File: src/rtl/ex_muldiv.sv
// Execute stage for an RV32IM pipeline: single-cycle ALU, branches, jumps and multiply,
// plus an iterative restoring divider that stalls the front end until its result is written back.
module ex_muldiv #(
  parameter int M_EN = 1
) (
  input  logic        clk,
  input  logic        rst,
  input  logic [31:0] inst_i,
  input  logic [31:0] inst_addr_i,
  input  logic [31:0] op1_i,
  input  logic [31:0] op2_i,
  input  logic [4:0]  rd_addr_i,
  input  logic        reg_wen_i,
  output logic [4:0]  rd_addr_o,
  output logic [31:0] rd_data_o,
  output logic        rd_wen_o,
  output logic [31:0] jump_addr_o,
  output logic        jump_en_o,
  output logic        hold_flag_o
);

  localparam logic [1:0] S_IDLE = 2'd0;
  localparam logic [1:0] S_RUN  = 2'd1;
  localparam logic [1:0] S_DONE = 2'd2;

  localparam logic [6:0] OPC_LUI    = 7'b0110111;
  localparam logic [6:0] OPC_AUIPC  = 7'b0010111;
  localparam logic [6:0] OPC_JAL    = 7'b1101111;
  localparam logic [6:0] OPC_JALR   = 7'b1100111;
  localparam logic [6:0] OPC_BRANCH = 7'b1100011;
  localparam logic [6:0] OPC_OPIMM  = 7'b0010011;
  localparam logic [6:0] OPC_OP     = 7'b0110011;

  function automatic logic [31:0] neg_if(input logic [31:0] v, input logic en);
    return en ? (32'd0 - v) : v;
  endfunction

  logic [6:0]  opcode;
  logic [2:0]  funct3;
  logic [6:0]  funct7;
  logic [31:0] i_imm, u_imm, j_imm, b_imm;
  logic [4:0]  shamt;

  assign opcode = inst_i[6:0];
  assign funct3 = inst_i[14:12];
  assign funct7 = inst_i[31:25];
  assign i_imm  = {{20{inst_i[31]}}, inst_i[31:20]};
  assign u_imm  = {inst_i[31:12], 12'd0};
  assign j_imm  = {{12{inst_i[31]}}, inst_i[19:12], inst_i[20], inst_i[30:21], 1'b0};
  assign b_imm  = {{20{inst_i[31]}}, inst_i[7], inst_i[30:25], inst_i[11:8], 1'b0};
  assign shamt  = op2_i[4:0];

  logic signed [31:0] op1_s, op2_s;
  assign op1_s = op1_i;
  assign op2_s = op2_i;

  // Integer ALU, shared by OP and OP-IMM
  logic        alu_sub;
  logic [31:0] alu_res;

  assign alu_sub = (opcode == OPC_OP) && inst_i[30];

  always_comb begin
    alu_res = 32'd0;
    case (funct3)
      3'b000:  alu_res = alu_sub ? (op1_i - op2_i) : (op1_i + op2_i);
      3'b001:  alu_res = op1_i << shamt;
      3'b010:  alu_res = {31'd0, (op1_s < op2_s)};
      3'b011:  alu_res = {31'd0, (op1_i < op2_i)};
      3'b100:  alu_res = op1_i ^ op2_i;
      3'b101:  alu_res = inst_i[30] ? 32'(op1_s >>> shamt) : (op1_i >> shamt);
      3'b110:  alu_res = op1_i | op2_i;
      default: alu_res = op1_i & op2_i;
    endcase
  end

  logic br_taken;
  always_comb begin
    br_taken = 1'b0;
    case (funct3)
      3'b000:  br_taken = (op1_i == op2_i);
      3'b001:  br_taken = (op1_i != op2_i);
      3'b100:  br_taken = (op1_s < op2_s);
      3'b101:  br_taken = (op1_s >= op2_s);
      3'b110:  br_taken = (op1_i < op2_i);
      3'b111:  br_taken = (op1_i >= op2_i);
      default: br_taken = 1'b0;
    endcase
  end

  // Multiplier: operands widened to 64 bits so the low 64 product bits carry the requested signedness
  logic signed [63:0] mul_a, mul_b, mul_p;
  logic [31:0]        mul_res;

  assign mul_a   = (funct3 == 3'b011) ? {32'd0, op1_i} : {{32{op1_i[31]}}, op1_i};
  assign mul_b   = funct3[1] ? {32'd0, op2_i} : {{32{op2_i[31]}}, op2_i};
  assign mul_p   = mul_a * mul_b;
  assign mul_res = (funct3 == 3'b000) ? mul_p[31:0] : mul_p[63:32];

  logic [1:0]  state_q, state_d;
  logic [5:0]  count_q, count_d;
  logic [31:0] dividend_q, dividend_d;
  logic [31:0] divisor_q, divisor_d;
  logic [31:0] quot_q, quot_d;
  logic [31:0] rem_q, rem_d;
  logic        neg_quot_q, neg_quot_d;
  logic        neg_rem_q, neg_rem_d;
  logic        div_zero_q, div_zero_d;
  logic        rem_sel_q, rem_sel_d;
  logic [4:0]  rd_q, rd_d;
  logic        wen_q, wen_d;

  logic        is_mext, is_div, div_signed;
  logic [31:0] div_a_abs, div_b_abs;
  logic [32:0] step_sh, step_diff;
  logic [31:0] div_result;

  assign is_mext    = (M_EN != 0) && (opcode == OPC_OP) && (funct7 == 7'b0000001);
  assign is_div     = is_mext && funct3[2];
  assign div_signed = ~funct3[0];
  assign div_a_abs  = neg_if(op1_i, div_signed && op1_i[31]);
  assign div_b_abs  = neg_if(op2_i, div_signed && op2_i[31]);

  // One restoring step: a negative trial difference (bit 32) means the shifted remainder is kept
  assign step_sh   = {rem_q, dividend_q[31]};
  assign step_diff = step_sh - {1'b0, divisor_q};

  assign div_result = rem_sel_q  ? neg_if(rem_q, neg_rem_q) :
                      div_zero_q ? 32'hFFFF_FFFF : neg_if(quot_q, neg_quot_q);

  always_comb begin
    state_d    = state_q;
    count_d    = count_q;
    dividend_d = dividend_q;
    divisor_d  = divisor_q;
    quot_d     = quot_q;
    rem_d      = rem_q;
    neg_quot_d = neg_quot_q;
    neg_rem_d  = neg_rem_q;
    div_zero_d = div_zero_q;
    rem_sel_d  = rem_sel_q;
    rd_d       = rd_q;
    wen_d      = wen_q;
    case (state_q)
      S_IDLE: begin
        if (is_div) begin
          state_d    = S_RUN;
          count_d    = 6'd0;
          dividend_d = div_a_abs;
          divisor_d  = div_b_abs;
          quot_d     = 32'd0;
          rem_d      = 32'd0;
          neg_quot_d = div_signed && (op1_i[31] ^ op2_i[31]) && (op2_i != 32'd0);
          neg_rem_d  = div_signed && op1_i[31];
          div_zero_d = (op2_i == 32'd0);
          rem_sel_d  = funct3[1];
          rd_d       = rd_addr_i;
          wen_d      = reg_wen_i;
        end
      end
      S_RUN: begin
        dividend_d = {dividend_q[30:0], 1'b0};
        if (!step_diff[32]) begin
          rem_d  = step_diff[31:0];
          quot_d = {quot_q[30:0], 1'b1};
        end else begin
          rem_d  = step_sh[31:0];
          quot_d = {quot_q[30:0], 1'b0};
        end
        count_d = count_q + 6'd1;
        if (count_q == 6'd31) state_d = S_DONE;
      end
      S_DONE:  state_d = S_IDLE;
      default: state_d = S_IDLE;
    endcase
  end

  always_ff @(posedge clk) begin
    if (rst) begin
      state_q    <= S_IDLE;
      count_q    <= 6'd0;
      dividend_q <= 32'd0;
      divisor_q  <= 32'd0;
      quot_q     <= 32'd0;
      rem_q      <= 32'd0;
      neg_quot_q <= 1'b0;
      neg_rem_q  <= 1'b0;
      div_zero_q <= 1'b0;
      rem_sel_q  <= 1'b0;
      rd_q       <= 5'd0;
      wen_q      <= 1'b0;
    end else begin
      state_q    <= state_d;
      count_q    <= count_d;
      dividend_q <= dividend_d;
      divisor_q  <= divisor_d;
      quot_q     <= quot_d;
      rem_q      <= rem_d;
      neg_quot_q <= neg_quot_d;
      neg_rem_q  <= neg_rem_d;
      div_zero_q <= div_zero_d;
      rem_sel_q  <= rem_sel_d;
      rd_q       <= rd_d;
      wen_q      <= wen_d;
    end
  end

  // Output selection; a cycle in reset drives nothing regardless of what sits on the inputs
  always_comb begin
    rd_addr_o   = 5'd0;
    rd_data_o   = 32'd0;
    rd_wen_o    = 1'b0;
    jump_addr_o = 32'd0;
    jump_en_o   = 1'b0;
    hold_flag_o = 1'b0;
    if (!rst) begin
      case (state_q)
        S_RUN: hold_flag_o = 1'b1;
        S_DONE: begin
          rd_addr_o = rd_q;
          rd_wen_o  = wen_q;
          rd_data_o = div_result;
        end
        default: begin
          case (opcode)
            OPC_LUI: begin
              rd_addr_o = rd_addr_i;
              rd_data_o = u_imm;
              rd_wen_o  = reg_wen_i;
            end
            OPC_AUIPC: begin
              rd_addr_o = rd_addr_i;
              rd_data_o = inst_addr_i + u_imm;
              rd_wen_o  = reg_wen_i;
            end
            OPC_JAL: begin
              rd_addr_o   = rd_addr_i;
              rd_data_o   = inst_addr_i + 32'd4;
              rd_wen_o    = reg_wen_i;
              jump_addr_o = inst_addr_i + j_imm;
              jump_en_o   = 1'b1;
            end
            OPC_JALR: begin
              rd_addr_o   = rd_addr_i;
              rd_data_o   = inst_addr_i + 32'd4;
              rd_wen_o    = reg_wen_i;
              jump_addr_o = (op1_i + i_imm) & ~32'd1;
              jump_en_o   = 1'b1;
            end
            OPC_BRANCH: begin
              jump_addr_o = inst_addr_i + b_imm;
              jump_en_o   = br_taken;
            end
            OPC_OPIMM: begin
              rd_addr_o = rd_addr_i;
              rd_data_o = alu_res;
              rd_wen_o  = reg_wen_i;
            end
            OPC_OP: begin
              if (funct7 == 7'b0000001) begin
                if (is_div) begin
                  rd_addr_o   = rd_addr_i;
                  hold_flag_o = 1'b1;
                end else if (is_mext) begin
                  rd_addr_o = rd_addr_i;
                  rd_data_o = mul_res;
                  rd_wen_o  = reg_wen_i;
                end
              end else begin
                rd_addr_o = rd_addr_i;
                rd_data_o = alu_res;
                rd_wen_o  = reg_wen_i;
              end
            end
            default: ;
          endcase
        end
      endcase
    end
  end

endmodule

File: config.mk
export PLATFORM = sky130hd
export DESIGN_NAME = ex_muldiv
export DESIGN_NICKNAME = d
export VERILOG_FILES = /design/src/rtl/ex_muldiv.sv
export SDC_FILE = /design/constraint.sdc
export NUM_CORES = 2
export LEC_CHECK = 0
export BUFFER_PORTS_ARGS = -buffer_cell sky130_fd_sc_hd__buf_2
export CAP_MARGIN = 20
export CELL_PAD_IN_SITES_DETAIL_PLACEMENT = 1
export CELL_PAD_IN_SITES_GLOBAL_PLACEMENT = 2
export CORE_MARGIN = 2
export CORE_UTILIZATION = 30
export CTS_BUF_LIST = sky130_fd_sc_hd__clkbuf_4 sky130_fd_sc_hd__clkbuf_8
export CTS_CLUSTER_DIAMETER = 30
export DETAILED_ROUTE_END_ITERATION = 7
export GPL_TIMING_DRIVEN = 0
export HOLD_SLACK_MARGIN = 0.05
export PLACE_DENSITY = 0.7
export RECOVER_POWER = 50
export SYNTH_ARGS = -nofsm -noshare
export SYNTH_HDL_FRONTEND = slang
export SYNTH_SLANG_ARGS = --single-unit
File: constraint.sdc
create_clock -name clk -period 14.5 [get_ports clk]
set_input_delay 2.9 -clock clk [delete_from_list [all_inputs] [get_ports clk]]
set_output_delay 2.9 -clock clk [all_outputs]
set_load 0.02 [all_outputs]
==> impl_metrics.env <==
export IMPL_synth_top_area_cell="fa_1"
export IMPL_clock_skew_ns=0.0168
export IMPL_synth_edff_count=0
export IMPL_use_met2_pct=51.8
export IMPL_gr_usage_all_layers_pct=34.6
export IMPL_cpPeakStageDelay_ns=0.55
export IMPL_drtAntennaViolNets=0
export IMPL_fin_ws_ns=-0.913
export IMPL_synthTopCellsByArea="fa_1, ha_1, inv_1, nor2_1, nand2_1"
export IMPL_clock_fmax_mhz=64.9
export IMPL_cts_max_path_buffers=2
export IMPL_drc=0
export IMPL_maxCapViolations=1
export IMPL_io_pins=208
export IMPL_numCtsBuffers=17
export IMPL_cp_num_cells=36
export IMPL_cts_num_sinks=146
export IMPL_fin_area_um2=87000
export IMPL_nets=11373
export IMPL_die_area_um2=243000
export IMPL_areaGrowthSynthToFinish_pct=21.6
export IMPL_setup_violations=29
export IMPL_vias=69442
export IMPL_wirelength_um=428000
export IMPL_slew_violations=33
export IMPL_critPathMaxFanout=8
export IMPL_place_gp_congestion=1.09
export IMPL_holdWs_ns=0.458
export IMPL_cts_tree="yes"
export IMPL_tightest_slew_ns=1.96
export IMPL_min_path_type="reg2reg"
export IMPL_grt_overflow_total=0
export IMPL_arrival_ns=12.51
export IMPL_yosys_area_top_type_share_pct=39.9
export IMPL_fp_coreArea_um2=238000
export IMPL_avgSynthCellArea_um2=8.27
export IMPL_critPathBufInv=15
export IMPL_vias_per_cell=5.58
export IMPL_rsz0062_at_grt="true"
export IMPL_min_path_cells=2
export IMPL_die_h_um=492
export IMPL_fin_crit_sh_pct=106
export IMPL_die_w_um=492
export IMPL_final_core_util_pct=36.6
export IMPL_cts_root_buf="clkbuf_8"
export IMPL_clkTransAtPathRegs_ns=0.09
export IMPL_syn_num_nets=10784
export IMPL_num_fill_cells=27774
export IMPL_crit_type="in2out"
export IMPL_grtUsageMet3_pct=8.95
export IMPL_wl_per_cell_um=34.4
export IMPL_r2r_slack_ns=10.69
export IMPL_antenna_found_initial=32
export IMPL_reg2reg_to="rem_q[30]"
export IMPL_portBuffers=207
export IMPL_grt_busiest_layer="met2"
export IMPL_synth_distinct_cells=103
export IMPL_hold_viol=0
export IMPL_worstSetupEndpointType="output pin"
export IMPL_min_period_ns=15.41
export IMPL_critPathMostFrequentCell="fa_1"
export IMPL_relSlewSlack_pct=-30.6
export IMPL_ys_seq_area_share_pct=4.08
export IMPL_rr_worst_depth=15
export IMPL_grt_pass1_wl_um=587000
export IMPL_critical_path_top_delay_family="adder cells"
export IMPL_drtPass1Iterations=5
export IMPL_worstPathRequired_ns=11.60
export IMPL_status="complete, but fails checks"
export IMPL_r2r_start="dividend_q[31]"
export IMPL_clk_latency_ns=0.49
export IMPL_holdCritStartpoint="divisor_q[20]"
export IMPL_rows=179
export IMPL_ys_ff_latch=146
export IMPL_grt_pass1_vias=73434
export IMPL_worstSetupStartpointType="primary input"
export IMPL_tns_ns=-15.96
export IMPL_post_dp_cell_area_um2=78100
export IMPL_first_iter_violations=6525
export IMPL_syn_area_um2=71600
export IMPL_min_to="divisor_q[20]"
export IMPL_ys_warn_count=0
export IMPL_synthCells=8656
export IMPL_drive_gt1_share_pct=16.9
export IMPL_cp_slowest_cell="fa_1"
export IMPL_ys_async_sr_fraction_pct=0
export IMPL_dpl_hpwl_um=359000
export IMPL_grt_max_degree=33
export IMPL_met1_usage_pct=43.4
export IMPL_start_util_pct=30.1
export IMPL_violations="capacitance limit, slew limit, setup timing"
export IMPL_h_tree_depth=4
export IMPL_ys_dominant_reg_cell="dfxtp_1"
==> synth_stat cells, types with 13 or more instances <==
master    count
o211ai_1     30
a31oi_1      44
a221o_1      15
a221oi_1     54
nor2b_1      30
nor2_1     1057
mux4_2       56
nor4_1       25
buf_2        28
nand3_1      73
xor2_1      136
nor3_1       96
ha_1        567
fa_1       1425
buf_1       100
nand2_1     843
nand2b_1     35
a22oi_1      51
or2_2        15
clkinv_1     14
o21ai_0     356
o31ai_1      49
mux2_2       20
a21o_1       81
o21a_1       33
inv_1      1687
mux2i_1      84
o41ai_1      13
nand4_1      33
a21oi_1     430
dfxtp_1     146
a211oi_1     68
o221ai_1     25
o22ai_1      23
or3_1        29
and2_1       29
o21bai_1     30
and3_1       35
xnor2_1     226
clkbuf_1    347
==> kinds of logic (layout without fill, tap and decap cells) <==
| group | after synthesis | count (layout) | synth area share, % |
|---|---|---|---|
| fa+ha+maj | 1992 | 1992 | 49.8 |
| buf+inv | 2193 | 2795 | 11.6 |
| mux | 160 | 160 | 3.25 |
| compound gates | 1455 | 1455 | 13.1 |
| simple gates | 2347 | 2347 | 13.8 |
| flops | 146 | 146 | 4.08 |
| other cells | 0 | 19 | 0 |
| xor+xnor | 363 | 363 | 4.47 |
==> flip-flops by register name (all words and copies together), names as in the netlist <==
| register | flops |
|---|---|
| divisor_q | 32 |
| quot_q | 32 |
| wen_q | 1 |
| rem_q | 32 |
| dividend_q | 32 |
| count_q | 6 |
| neg_quot_q | 1 |
| neg_rem_q | 1 |
| rem_sel_q | 1 |
| rd_q | 5 |
| state_q | 2 |
| div_zero_q | 1 |
==> worst reg2reg max path: cells and delay by family, from the launching register on <==
family,cells,cell delay (ns)
flops,1,0.32
mux,1,0.23
compound gates,8,1.77
xor+xnor,1,0.25
fa+ha+maj,2,0.61
buf+inv,3,0.54
==> layout by cell type (no fill, tap or decap), types with 47 or more instances in the layout <==
cell,netlist,layout
buf_8,0,61
dfxtp_1,146,146
nand2_1,843,818
clkbuf_1,347,158
buf_6,0,98
xnor2_1,226,209
buf_12,0,63
buf_2,28,167
a21oi_1,430,373
fa_1,1425,1333
inv_1,1687,1599
a221oi_1,54,49
mux4_2,56,56
nand3_1,73,65
xor2_1,136,126
buf_4,5,314
a21o_1,81,79
clkbuf_16,0,51
nor3_1,96,90
ha_1,567,512
fa_2,0,92
o21ai_0,356,324
clkbuf_4,0,47
a211oi_1,68,64
mux2i_1,84,82
a22oi_1,51,49
ha_4,0,49
inv_2,10,49
nor2_1,1057,1002
==> worst max-delay path by stage <==
stage / from / to / slack (ns)
3_3_place_gp: op1_i[22] / rd_data_o[16] / -5.25
2_1_floorplan: inst_i[13] / rd_data_o[29] / 0.0005
5_1_grt: inst_i[13] / rd_data_o[30] / -1.02
6_report: op1_i[27] / rd_data_o[24] / -0.91
3_5_place_dp: op1_i[22] / rd_data_o[14] / -4.17
4_1_cts: inst_i[13] / rd_data_o[28] / -0.78
==> per-layer routing <==
layer / vias to the layer above / wire, um
li1: 28531 / -
met1: 36315 / 166000
met2: 3592 / 181000
met3: 996 / 42600
met4: 8 / 37800
met5: - / 33
==> repair_timing <==
action	CTS	global route
hold buffers	0	0
gates resized for setup	1279	357
gates cloned	0	1
endpoints found under the setup margin	32	32
buffers inserted	205	120
pin swaps	200	186
==> per-stage QoR <==
step	cells	setup slack [ns]
detailed placement	12113	-4.17
floorplan	8656	0.000496
global route	12428	-1.02
global placement	12030	-5.25
finish	12444	-0.913
CTS	12315	-0.785
==> area by class of cell <==
| class | count | area [um2] | share of cell area (%) |
|---|---|---|---|
| diodes | 19 | 47.5 | 0.0546 |
| plain buffers | 439 | 3820 | 4.39 |
| clock buffers | 17 | 234 | 0.269 |
| clock inverters | 15 | 173 | 0.198 |
| inverters | 1711 | 6680 | 7.68 |
| multi-input cells | 6317 | 63300 | 72.8 |
| flip-flops and latches | 146 | 2920 | 3.36 |
| well taps | 3167 | 3960 | 4.55 |
| repair buffers | 613 | 5840 | 6.71 |
Power is left out: the tool's default activity adds up to more than one toggle a clock period on the data nets, which glitch-free logic cannot reach.
